<file path="config.mk">
export PLATFORM = sky130hd
export DESIGN_NAME = synth_voice_arbiter
export DESIGN_NICKNAME = d
export VERILOG_FILES = /design/src/rtl/synth_pkg.sv /design/src/rtl/synth_voice_arbiter_rr_pick.sv /design/src/rtl/synth_voice_arbiter.sv
export SDC_FILE = /design/constraint.sdc
export NUM_CORES = 1
export LEC_CHECK = 0
export ABC_AREA = 1
export BUFFER_PORTS_ARGS = -buffer_cell sky130_fd_sc_hd__buf_2
export CAP_MARGIN = 20
export CORE_MARGIN = 5
export CORE_UTILIZATION = 50
export CTS_BUF_LIST = sky130_fd_sc_hd__clkbuf_4
export DETAILED_ROUTE_END_ITERATION = 8
export GPL_TIMING_DRIVEN = 0
export PLACE_DENSITY = 0.7
export REMOVE_ABC_BUFFERS = 1
export SYNTH_ARGS = -nofsm -noshare
export SYNTH_HDL_FRONTEND = slang
export SYNTH_SLANG_ARGS = --single-unit
</file>
<file path="constraint.sdc">
create_clock -name clk_i -period 2.7 [get_ports clk_i]
set_clock_uncertainty 0.05 [all_clocks]
set_input_delay 0 -clock clk_i [delete_from_list [all_inputs] [get_ports clk_i]]
set_output_delay 0 -clock clk_i [all_outputs]
set_load 0.05 [all_outputs]
</file>
<file path="src/rtl/synth_pkg.sv">
// Shared note/octave types and code constants for the synth voice path.
// Used by the voice arbiter, the melody ROM and the frequency ROM so all
// three agree on the encoding of a musical pitch.
package synth_pkg;

  typedef logic [3:0] note_t;
  typedef logic [1:0] octave_t;

  localparam note_t NOTE_C  = 4'd0;
  localparam note_t NOTE_CS = 4'd1;
  localparam note_t NOTE_D  = 4'd2;
  localparam note_t NOTE_DS = 4'd3;
  localparam note_t NOTE_E  = 4'd4;
  localparam note_t NOTE_F  = 4'd5;
  localparam note_t NOTE_FS = 4'd6;
  localparam note_t NOTE_G  = 4'd7;
  localparam note_t NOTE_GS = 4'd8;
  localparam note_t NOTE_A  = 4'd9;
  localparam note_t NOTE_AS = 4'd10;
  localparam note_t NOTE_B  = 4'd11;

  localparam octave_t OCT_0 = 2'd0;
  localparam octave_t OCT_1 = 2'd1;
  localparam octave_t OCT_2 = 2'd2;
  localparam octave_t OCT_3 = 2'd3;

endpackage

</file>
<file path="src/rtl/synth_voice_arbiter_rr_pick.sv">
// rr_pick: combinational round-robin search.
// Ports:
//   req   - request vector, one bit per requester
//   last  - index of the previous winner; search starts at last+1 and wraps
//   valid - high when any request bit is set
//   idx   - index of the first requesting bit found
module rr_pick
  import synth_pkg::*;
#(
  parameter int unsigned N_REQ = 4,
  localparam int unsigned IW   = $clog2(N_REQ)
) (
  input  logic [N_REQ-1:0] req,
  input  logic [IW-1:0]    last,
  output logic             valid,
  output logic [IW-1:0]    idx
);

  always_comb begin
    int unsigned pos;
    valid = 1'b0;
    idx   = '0;
    pos   = 0;
    for (int unsigned k = 1; k <= N_REQ; k++) begin
      pos = (32'(last) + k) % N_REQ;
      if (!valid && req[pos]) begin
        valid = 1'b1;
        idx   = pos[IW-1:0];
      end
    end
  end

endmodule

</file>
<file path="src/rtl/synth_voice_arbiter.sv">
// synth_voice_arbiter: shares one audio channel between N_REQ requesters.
// Round-robin grant, minimum hold time per owner, and a silent gap between
// owners. All outputs are registered.
// Ports:
//   clk_i    - clock
//   rst_i    - asynchronous active-high reset
//   req_i    - per-requester level-sensitive play request
//   note_i   - per-requester note code
//   octave_i - per-requester octave code
//   grant_o  - one-hot owner, zero when the channel is idle or in the gap
//   note_o   - note to the frequency ROM (held outside PLAY)
//   octave_o - octave to the frequency ROM (held outside PLAY)
//   enable_o - audio channel enable, high exactly when grant_o != 0
module synth_voice_arbiter
  import synth_pkg::*;
#(
  parameter int unsigned N_REQ    = 4,
  parameter int unsigned HOLD_CYC = 1_000_000,
  parameter int unsigned GAP_CYC  = 5_000
) (
  input  logic                 clk_i,
  input  logic                 rst_i,
  input  logic [N_REQ-1:0]     req_i,
  input  note_t   [N_REQ-1:0]  note_i,
  input  octave_t [N_REQ-1:0]  octave_i,
  output logic [N_REQ-1:0]     grant_o,
  output note_t                note_o,
  output octave_t              octave_o,
  output logic                 enable_o
);

  localparam int unsigned IW = $clog2(N_REQ);
  localparam int unsigned HW = $clog2(HOLD_CYC + 1);
  localparam int unsigned GW = $clog2(GAP_CYC + 1);

  typedef enum logic [1:0] {
    S_IDLE,
    S_PLAY,
    S_GAP
  } state_t;

  state_t             r_state, w_state_nxt;
  logic [IW-1:0]      r_last,  w_last_nxt;
  logic [IW-1:0]      r_owner, w_owner_nxt;
  logic [HW-1:0]      r_hold,  w_hold_nxt;
  logic [GW-1:0]      r_gap,   w_gap_nxt;
  logic [N_REQ-1:0]   r_grant, w_grant_nxt;
  logic               r_enable, w_enable_nxt;
  note_t              r_note,  w_note_nxt;
  octave_t            r_octave, w_octave_nxt;

  logic               w_pick_valid;
  logic [IW-1:0]      w_pick_idx;
  logic               w_hold_done;
  logic               w_others;

  rr_pick #(.N_REQ(N_REQ)) u_rr_pick (
    .req   (req_i),
    .last  (r_last),
    .valid (w_pick_valid),
    .idx   (w_pick_idx)
  );

  // r_hold counts PLAY cycles already completed before the current one, so
  // the owner has played HOLD_CYC cycles once it reads HOLD_CYC-1; it stops
  // there and rotation is then allowed on every later cycle.
  assign w_hold_done = (r_hold == HW'(HOLD_CYC - 1));
  assign w_others    = |(req_i & ~r_grant);

  always_comb begin
    w_state_nxt  = r_state;
    w_last_nxt   = r_last;
    w_owner_nxt  = r_owner;
    w_hold_nxt   = r_hold;
    w_gap_nxt    = r_gap;
    w_grant_nxt  = r_grant;
    w_enable_nxt = r_enable;
    w_note_nxt   = r_note;
    w_octave_nxt = r_octave;

    unique case (r_state)
      S_IDLE: begin
        if (w_pick_valid) begin
          w_state_nxt  = S_PLAY;
          w_last_nxt   = w_pick_idx;
          w_owner_nxt  = w_pick_idx;
          w_hold_nxt   = '0;
          w_grant_nxt  = N_REQ'(1) << w_pick_idx;
          w_enable_nxt = 1'b1;
          w_note_nxt   = note_i[w_pick_idx];
          w_octave_nxt = octave_i[w_pick_idx];
        end
      end
      S_PLAY: begin
        if (!req_i[r_owner] || (w_hold_done && w_others)) begin
          // Pitch is left untouched on the way out so the ROM sees no step
          // at the moment the channel mutes.
          w_state_nxt  = S_GAP;
          w_gap_nxt    = '0;
          w_grant_nxt  = '0;
          w_enable_nxt = 1'b0;
        end else begin
          w_note_nxt   = note_i[r_owner];
          w_octave_nxt = octave_i[r_owner];
          if (!w_hold_done) begin
            w_hold_nxt = r_hold + HW'(1);
          end
        end
      end
      S_GAP: begin
        if (r_gap == GW'(GAP_CYC - 1)) begin
          w_state_nxt = S_IDLE;
          w_gap_nxt   = '0;
        end else begin
          w_gap_nxt = r_gap + GW'(1);
        end
      end
      default: begin
        w_state_nxt  = S_IDLE;
        w_grant_nxt  = '0;
        w_enable_nxt = 1'b0;
      end
    endcase
  end

  always_ff @(posedge clk_i or posedge rst_i) begin
    if (rst_i) begin
      r_state <= S_IDLE;
    end else begin
      r_state <= w_state_nxt;
    end
  end

  always_ff @(posedge clk_i or posedge rst_i) begin
    if (rst_i) begin
      r_last   <= IW'(N_REQ - 1);
      r_owner  <= '0;
      r_hold   <= '0;
      r_gap    <= '0;
      r_grant  <= '0;
      r_enable <= 1'b0;
      r_note   <= '0;
      r_octave <= '0;
    end else begin
      r_last   <= w_last_nxt;
      r_owner  <= w_owner_nxt;
      r_hold   <= w_hold_nxt;
      r_gap    <= w_gap_nxt;
      r_grant  <= w_grant_nxt;
      r_enable <= w_enable_nxt;
      r_note   <= w_note_nxt;
      r_octave <= w_octave_nxt;
    end
  end

  assign grant_o  = r_grant;
  assign enable_o = r_enable;
  assign note_o   = r_note;
  assign octave_o = r_octave;

endmodule

</file>
==> flow_summary.toml, run 1 <==
[global_routing]
grt_pass1_vias = 3491
use_met1_pct = 29.5
antenna_found_initial = 0
grt_use_met3_pct = 3.98
top_usage_layer = "met2"
gr-total-overflow = 0
met2_usage_pct = 37.8
grt_pass1_wl_mm = 16.1
grt_util_all_layers_pct = 22.1
grt_start_max_net_pins = 39

[die]
die-area_um2 = 8990
die_w_um = 94.8
die_y_um = 94.8
rows = 31
core_area_um2 = 7140
start_util_pct = 50.4
io_pins = 41

[route]
drt-total-wl_mm = 9.17
drt_iter0_drc = 167
dr_total_vias = 3701
remaining_drc_errors = 0
vias_per_cell = 5.28
firstDrtPassIters = 6
post_drt_wl_per_cell_um = 13.1
postRouteAntennaNets = 0

[clock_tree]
clk_pin_slew_ns = 0.16
cts.sinks = 50
cts_buffer_depth = 2
htreeDepth = 2
cts_root_buf = "clkbuf_4"
cts_tree = "done"
cts_buffers = 5
insertion_delay_ns = 0.36

[critical_path]
cpPeakStageDelay_ns = 0.42
critPathSlowestCell = "dfrtp_1"
cpMostUsedCell = "nand2_1"
end_kind = "register"
cp_max_fo = 15
critPathRequiredTime_ns = 2.92
critPathArrivalTime_ns = 2.68
cp-start-kind = "register"
path_cells = "ha_1, nand2_1, nor3_2, nand2_1, o211ai_2, nand2_2, o21ai_4, inv_1, nand2_1, nand2_1"
crit_type = "register to register"

[synthesis]
synth.avg_cell_area_um2 = 6.59
yosys-top-cells-count = "nand2_1 (176), nor2_1 (63), nand3_1 (61)"
synthArstFlopShare_pct = 100
ys.flop_type = "dfrtp_1"
syn_area_um2 = 3600
yosys_warnings = 0
synth_area_leaders = "dfrtp_1 (33%), nand2_1 (18%), nand3_1 (8.5%)"
ys_seq_elements = 50
yosys.area_share.simple_pct = 44.0
synth.top_cell.area_share_pct = 33.4
yosys.area_share.adder_pct = 0.696
synth.mux.area_fraction_pct = 0
synth_top_family_by_area = "simple AND/OR/NAND/NOR gates"
ys_seq_area_share_pct = 34.9
synthCells = 546
post-synth-top-count-cell = "nand2_1"
synthDistinctLibCells = 36
synth-compound-area-share_pct = 7.97
synth-edff-count = 0
synth_top_area_cell = "dfrtp_1"
synth_xor_area_share_pct = 4.38

[cells_and_area]
stdcell_count = 701
nNetsFinal = 633
fillCellCount = 724
diodes = 0
multi_input_area_um2 = 2070
regArea_um2 = 1250
area_growth_syn_to_layout_pct = 14.4
layout-drive-gt1-share_pct = 15.6
finalInstanceArea_um2 = 4110

[timing]
setup_viol = 0
final-hold-violation-count = 0
drv_slew = 0
fmax_ghz = 0.406
slew_headroom_pct = 55.3
worst_pin_slew_ns = 0.668
period_needed_ns = 2.46
worst_slack_ns = 0.239
finalCritPeriodShare_pct = 91.1
rsz0062_at_grt = "true"

[placed_design]
globalplace.congestion = 0.920
dp_cells = 670
post-place-ws_ns = -0.633
dp_hpwl_mm = 6.40
numPortBuffers = 40
placed_cell_area_um2 = 3830

[min_path]
min_path_type = "input pin to register"

[power_and_ir_drop]
leakage_nw = 2.02
p_sw_share_pct = 25.9
seqPwrFrac_pct = 60.4
p_total_mw = 1.24
powerDensity_nw_per_um2 = 302
ir_worst_vdd_v = 0.000169
p_int_mw = 0.919
power_frac_comb_pct = 11.6
p_switching_mw = 0.321
clockPowerShare_pct = 28.0

[outcome]
status = "completed"

[flow_run]
max_cap_viol_count = 0
flip-flops by register name (all words and copies together) (netlist names):
register / count
r_owner: 2
note_o: 4
enable_o: 1
r_last: 2
r_state: 2
r_gap: 13
octave_o: 2
grant_o: 4
r_hold: 20
worst max-delay path, delay by kind of cell, from the launching register on:
family | cells | cell delay [ns]
flops | 1 | 0.42
compound gates | 2 | 0.44
simple gates | 6 | 0.96
buf+inv | 1 | 0.26
fa+ha+maj | 1 | 0.25
kinds of logic (layout without fill, tap and decap cells):
kind of cell / count (synthesis) / count (layout)
buffers and inverters: 65 / 120
adders and majority gates: 2 / 2
and+or+nand+nor: 361 / 361
AOI/OAI and AO/OA: 50 / 51
DFF: 50 / 50
xor gates and xnor gates: 18 / 18
power by group through the flow:
stage | sequential, mW | clock [mW] | combinational [mW]
floorplan | 0.763 | 0 | 0.0758
global placement | 0.763 | 0 | 0.119
detailed placement | 0.763 | 0 | 0.125
CTS | 0.749 | 0.368 | 0.144
global route | 0.750 | 0.395 | 0.161
finish | 0.749 | 0.348 | 0.144
placed cells by master, fill, tap and decap left out, types with 5 or more instances in the layout:
master	netlist	routed
buf_2	3	40
buf_4	1	5
clkbuf_4	1	6
dfrtp_1	48	48
dlygate4sd3_1	0	16
inv_1	47	45
nand2_1	176	176
nand2_2	21	21
nand3_1	61	61
nand4_1	13	13
nor2_1	63	62
nor3_1	15	15
o21ai_0	33	33
o22ai_1	8	8
xor2_1	15	15
routing by layer:
layer | wire length, µm | vias to the layer above
met5 | 0 | -
met1 | 4240 | 1721
met4 | 74 | 0
li1 | - | 1867
met2 | 4350 | 106
met3 | 504 | 7
layout make-up:
type / instances / share of cell area (%)
clock buffer: 6 / 1.09
tap: 99 / 3.01
clock inverter: 2 / 0.213
sequential: 50 / 30.5
timing repair buffer: 62 / 10.2
timing repair inverter: 1 / 0.122
inverter: 49 / 4.56
multi-input combinational: 432 / 50.4
per-stage QoR:
step / utilization (%) / setup TNS, ns / hold slack, ns
global route: 57.6 / -0.0245 / 0.0202
global placement: 53.5 / -8.83 / 0.358
detailed placement: 53.7 / -8.97 / -0.0769
CTS: 57.1 / 0 / 0.00647
finish: 57.6 / 0 / 0.0327
floorplan: - / 0 / 0.228
final timing paths:
check,startpoint,endpoint,slack (ns),cells after the start
max,r_hold[0],r_hold[5],0.24,10
min,octave_i[1],octave_o[1],0.03,7
max reg2reg,r_hold[0],r_hold[5],0.24,10
min reg2reg,octave_o[0],octave_o[0],0.45,2
max in group asynchronous,rst_i,r_gap[6],2.03,4
min in group asynchronous,rst_i,r_gap[9],0.07,3
what timing repair did:
item                                    CTS  global route
hold buffers                             16             0
endpoints found under the setup margin   20            28
gates resized for setup                   3             0
pin swaps                                 1             1
setup buffers                             0             5
endpoints found under the hold margin    56             0
cloned                                    2             0
Power figures use the tool's default switching activity.
==> run 2: changes to the inputs <==
--- a/config.mk
+++ b/config.mk
@@ -8,13 +8,16 @@
 export ABC_AREA = 1
 export BUFFER_PORTS_ARGS = -buffer_cell sky130_fd_sc_hd__buf_2
 export CAP_MARGIN = 20
+export CELL_PAD_IN_SITES_DETAIL_PLACEMENT = 0
+export CELL_PAD_IN_SITES_GLOBAL_PLACEMENT = 2
 export CORE_MARGIN = 5
-export CORE_UTILIZATION = 50
+export CORE_UTILIZATION = 33
 export CTS_BUF_LIST = sky130_fd_sc_hd__clkbuf_4
 export DETAILED_ROUTE_END_ITERATION = 8
 export GPL_TIMING_DRIVEN = 0
-export PLACE_DENSITY = 0.7
+export PLACE_DENSITY = 0.81
 export REMOVE_ABC_BUFFERS = 1
+export SLEW_MARGIN = 20
 export SYNTH_ARGS = -nofsm -noshare
 export SYNTH_HDL_FRONTEND = slang
 export SYNTH_SLANG_ARGS = --single-unit
==> flow_summary.toml, run 2 (synthesis gave the netlist of run 1 again) <==
[global_routing]
gr-total-overflow = 0
grt_pass1_vias = 3546
antenna_found_initial = 0
grt_util_all_layers_pct = 16.0
grt_pass1_wl_mm = 17.3
grt_start_max_net_pins = 51

[cells_and_area]
reg_top3 = "r_hold x20, r_gap x13"
nNetsFinal = 644
diodes = 0
stdcell_count = 753
layout_common_cells = "nand2_1 (174), nor2_1 (62), nand3_1 (61)"
final_common_cell = "nand2_1"
multi_input_area_um2 = 2080
largest_reg_flops = 20
area_growth_syn_to_layout_pct = 19.1
fillCellCount = 1206
regArea_um2 = 1250
regMostFlops = "r_hold"
layout-drive-gt1-share_pct = 16.8

[route]
postRouteAntennaNets = 0
vias_per_cell = 4.90
firstDrtPassIters = 5
remaining_drc_errors = 0
drt_iter0_drc = 314
drt-total-wl_mm = 10.2
post_drt_wl_per_cell_um = 13.6
dr_total_vias = 3689

[critical_path]
path_cells = "ha_1, nand2_1, nor3_4, nand2_2, o211ai_2, nand2_2, o21ai_4, clkinvlp_4, buf_4, nand2_1, nand2_1"
cp_top_family = "simple AND/OR/NAND/NOR gates"
path_buf_inv = 2
critPathArrivalTime_ns = 2.67
cpMostUsedCell = "nand2_1"
critPathRequiredTime_ns = 2.95
crit_type = "register to register"
cp-start-kind = "register"
cp_max_fo = 11
critPathSlowestCell = "dfrtp_1"
cpPeakStageDelay_ns = 0.44
end_kind = "register"

[outcome]
status = "completed"

[timing]
drv_slew = 0
setup_viol = 0
worst_pin_slew_ns = 0.678
fin_setup_tns_ns = 0
rsz0062_at_grt = "false"
slew_headroom_pct = 54.5
fmax_ghz = 0.414
final-hold-violation-count = 0
period_needed_ns = 2.42
finalCritPeriodShare_pct = 89.4

[power_and_ir_drop]
leakage_nw = 2.08
ir_worst_vdd_v = 0.000184
powerDensity_nw_per_um2 = 304

[clock_tree]
cts_buffers = 5
htreeDepth = 2
cts_buffer_depth = 2
insertion_delay_ns = 0.39
clk_pin_slew_ns = 0.17
cts_tree = "done"
cts.sinks = 50
cts_root_buf = "clkbuf_4"

[min_path]
min_path_type = "input pin to register"

[placed_design]
globalplace.congestion = 0.791
dp_hpwl_mm = 6.84
numPortBuffers = 40
dp_cells = 710

[flow_run]
max_cap_viol_count = 0

[die]
die-area_um2 = 13100
core_area_um2 = 10700
io_pins = 41
die_w_um = 114
start_util_pct = 33.5
rows = 38
die_y_um = 114
-- run 2: cell count changes in the layout (fill, tap and decap cells not counted), moves of 2 or more --
cell	delta
nand2_1	-2
dlygate4sd3_1	+7
buf_4	+5
nand2_2	+2
-- run 2: power breakdown --
| group | switching, mW | internal, mW |
|---|---|---|
| logic | 0.0850 | 0.0655 |
| registers | 0 | 0.750 |
| clock network | 0.290 | 0.114 |
| total | 0.375 | 0.929 |
-- run 2: layout make-up --
class,instances,share of cell area (%)
Timing Repair inverter,1,0.117
Clock inverter,3,0.672
Inverter,49,4.53
Tap cell,140,4.09
Sequential cell,50,29.3
Clock buffer,5,0.876
Timing Repair Buffer,73,11.8
Multi-Input combinational cell,432,48.6
-- run 2: worst paths after layout --
path                       startpoint         end  slack [ns]  cells past startpoint
setup / recovery            r_hold[0]  r_hold[12]        0.28                     11
hold / removal             note_i[10]   note_o[2]        0.03                      7
setup reg to reg            r_hold[0]  r_hold[12]        0.28                     11
hold reg to reg             note_o[2]   note_o[2]        0.45                      2
max in group asynchronous       rst_i  r_owner[0]        1.95                      3
min in group asynchronous       rst_i   r_hold[2]        0.18                      3
-- run 2: what timing repair did --
item | in CTS | in global routing
resized for setup | 3 | 5
buffers inserted | 0 | 10
hold endpoints to repair | 54 | 0
cloned | 2 | 0
pin swaps | 1 | 1
setup endpoints to repair | 20 | 30
hold buffers | 23 | 0
-- run 2: worst reg2reg max path, cell delays in order, from the launching register on --
cell	delay, ns
dfrtp_1	0.44
ha_1	0.26
nand2_1	0.14
nor3_4	0.26
nand2_2	0.15
o211ai_2	0.23
nand2_2	0.15
o21ai_4	0.18
clkinvlp_4	0.18
buf_4	0.19
nand2_1	0.06
nand2_1	0.05
-- run 2: through the flow --
step	power, mW	hold WS, ns	worst slack (ns)	area [µm²]	util, %
2_1_floorplan	0.839	0.228	0.185	3490	-
3_3_place_gp	0.888	0.364	-0.876	3870	36.0
3_5_place_dp	0.888	0.0984	-0.832	3870	36.0
4_1_cts	1.33	0.00683	0.0591	4190	39.0
5_1_grt	1.37	0.0818	0.00848	4280	39.9
6_report	1.30	0.0264	0.285	4280	39.9
-- run 2: routing by layer --
| metal | vias up | share of wire [%] | global-route usage [%] |
|---|---|---|---|
| met2 | 80 | 47 | 27.3 |
| met5 | - | 0 | 0 |
| met4 | 0 | 0.93 | 3.33 |
| met3 | 10 | 4.6 | 2.01 |
| li1 | 1900 | - | - |
| met1 | 1699 | 48 | 21.7 |
==> run 3: changes to the inputs <==
--- a/config.mk
+++ b/config.mk
@@ -5,13 +5,12 @@
 export SDC_FILE = /design/constraint.sdc
 export NUM_CORES = 1
 export LEC_CHECK = 0
-export ABC_AREA = 1
 export BUFFER_PORTS_ARGS = -buffer_cell sky130_fd_sc_hd__buf_2
 export CAP_MARGIN = 20
 export CELL_PAD_IN_SITES_DETAIL_PLACEMENT = 0
 export CELL_PAD_IN_SITES_GLOBAL_PLACEMENT = 2
 export CORE_MARGIN = 5
-export CORE_UTILIZATION = 33
+export CORE_UTILIZATION = 37
 export CTS_BUF_LIST = sky130_fd_sc_hd__clkbuf_4
 export DETAILED_ROUTE_END_ITERATION = 8
 export GPL_TIMING_DRIVEN = 0
==> flow_summary.toml, run 3 <==
[route]
drt_iter0_drc = 140
drt-total-wl_mm = 8.50
post_drt_wl_per_cell_um = 17.5
firstDrtPassIters = 5
postRouteAntennaNets = 0
vias_per_cell = 5.84
dr_total_vias = 2833
remaining_drc_errors = 0

[critical_path]
critPathLaunch = "r_state[1]"
end_kind = "register"
crit_cells = 5
path_buf_inv = 0
crit_type = "register to register"
cp-start-kind = "register"
critPathArrivalTime_ns = 2.72
path_cells = "nor2b_2, a22oi_1, a31o_2, or4_1, a21oi_1"
cpPeakStageDelay_ns = 0.56
cp_max_fo = 20
critPathRequiredTime_ns = 2.95
critPathSlowestCell = "nor2b_2"
rr_worst_depth = 5
reg2reg_from = "r_state[1]"
cp_top_family = "simple AND/OR/NAND/NOR gates"

[die]
die_y_um = 103
io_pins = 41
core_area_um2 = 8300
die_w_um = 103
rows = 33
start_util_pct = 38.2
die-area_um2 = 10500

[cells_and_area]
final_util_pct = 43.1
finalInstanceArea_um2 = 3570
layout-drive-gt1-share_pct = 20.3
regMostFlops = "r_hold"
nNetsFinal = 411
largest_reg_flops = 20
final_common_cell = "dfrtp_1"
diodes = 0
reg_top3 = "r_hold x20, r_gap x13"
area_growth_syn_to_layout_pct = 12.8
layout_common_cells = "dfrtp_1 (48), buf_2 (40), nand2_1 (38)"

[placed_design]
numPortBuffers = 40
placed_cell_area_um2 = 3410
globalplace.congestion = 0.764
dp_hpwl_mm = 5.78

[synthesis]
ys_seq_elements = 50
synth_top_area_cell = "dfrtp_1"
synthDistinctLibCells = 65
post-synth-top-count-cell = "dfrtp_1"
synthArstFlopShare_pct = 100
ys.flop_type = "dfrtp_1"
synth-edff-count = 0
yosys-top-cells-count = "dfrtp_1 (48), nand2_1 (38), nor2_1 (20)"
ys_seq_area_share_pct = 39.6
synth.avg_cell_area_um2 = 9.32
synth_area_leaders = "dfrtp_1 (38%), mux4_2 (5.0%), nand2_1 (4.5%)"
synth.top_cell.area_share_pct = 37.9
synthCells = 340
syn_area_um2 = 3170
yosys_warnings = 0

[clock_tree]
cts_root_buf = "clkbuf_4"
insertion_delay_ns = 0.38
clk_pin_slew_ns = 0.16
cts_tree = "done"
cts_buffers = 5
htreeDepth = 2
cts_buffer_depth = 2
cts.sinks = 50

[global_routing]
grt_pass1_wl_mm = 14.4
gr-total-overflow = 0
grt_util_all_layers_pct = 17.2
antenna_found_initial = 0
grt_pass1_vias = 2838
grt_start_max_net_pins = 51

[power_and_ir_drop]
leakage_nw = 1.51
powerDensity_nw_per_um2 = 922
ir_worst_vdd_v = 0.000681

[timing]
fmax_ghz = 0.405
rsz0062_at_grt = "false"
finalCritPeriodShare_pct = 91.5
slew_headroom_pct = 26.8
setup_viol = 0
fin_setup_tns_ns = 0
whs_ns = 0.0586
period_needed_ns = 2.47
worst_pin_slew_ns = 1.09
final-hold-violation-count = 0
drv_slew = 0

[min_path]
min-delay-start = "note_i[4]"
whs_path_depth = 4
min_path_type = "input pin to register"

[flow_run]
max_cap_viol_count = 0

[outcome]
status = "completed"
## run 3: per-stage QoR
step                std cells  setup WS [ns]  power, mW
floorplan                 324          0.388       2.34
global placement          469         -0.191       2.82
detailed placement        469         -0.222       2.83
CTS                       484         0.0703       3.31
global route              485          0.100       3.54
finish                    485          0.229       3.30
## run 3: where the power goes
group          internal (mW)  switching [mW]
combinational          0.587            1.13
sequential             0.926           0.187
clock                  0.203           0.260
total                   1.72            1.58
## run 3: worst paths after layout
check | slack [ns] | to
max | 0.23 | r_hold[13]
min | 0.06 | note_o[0]
max reg2reg | 0.23 | r_hold[13]
min reg2reg | 0.45 | enable_o
max in group asynchronous | 1.97 | note_o[1]
min in group asynchronous | 0.20 | r_hold[9]
## run 3: final cells by class
class                   instances  area, µm²
clock inverters                 2       33.8
fillers                       819       4720
multi-input cells             260       1780
inverters                      14       55.1
repair buffers                 48        278
flip-flops and latches         50       1250
clock buffers                   6       45.0
well taps                     105        131
## run 3: worst reg2reg max path, cell delays in order (launching register included)
cell and delay [ns]:
dfrtp_1 0.48, nor2b_2 0.56, a22oi_1 0.22, a31o_2 0.39, or4_1 0.55, a21oi_1 0.15
## run 3: metal layers
layer | track usage (%) | vias up | routed length (µm)
met1 | 24.8 | 1391 | 4120
li1 | - | 1379 | -
met2 | 27.1 | 56 | 3990
met5 | 0 | - | 0
met4 | 4.24 | 0 | 78
met3 | 2.71 | 7 | 303
## run 3: cell families (layout without fill, tap and decap cells)
| group | after synthesis | count (layout) | synth area share (%) |
|---|---|---|---|
| buffers and inverters | 30 | 70 | 4.74 |
| multiplexers | 11 | 11 | 6.43 |
| AND/OR/NAND/NOR | 138 | 138 | 23.8 |
| flip-flops | 50 | 50 | 39.6 |
| AO/OA/AOI/OAI | 104 | 104 | 23.3 |
| XOR/XNOR | 5 | 5 | 1.38 |
| adder cells (fa/ha/maj) | 2 | 2 | 0.789 |
## run 3: timing repair
| action | in CTS | in global routing |
|---|---|---|
| hold endpoints to repair | 54 | 0 |
| pin swaps | 0 | 1 |
| setup buffers | 0 | 1 |
| setup endpoints to repair | 24 | 15 |
| resized for setup | 2 | 1 |
| hold buffers | 7 | 0 |
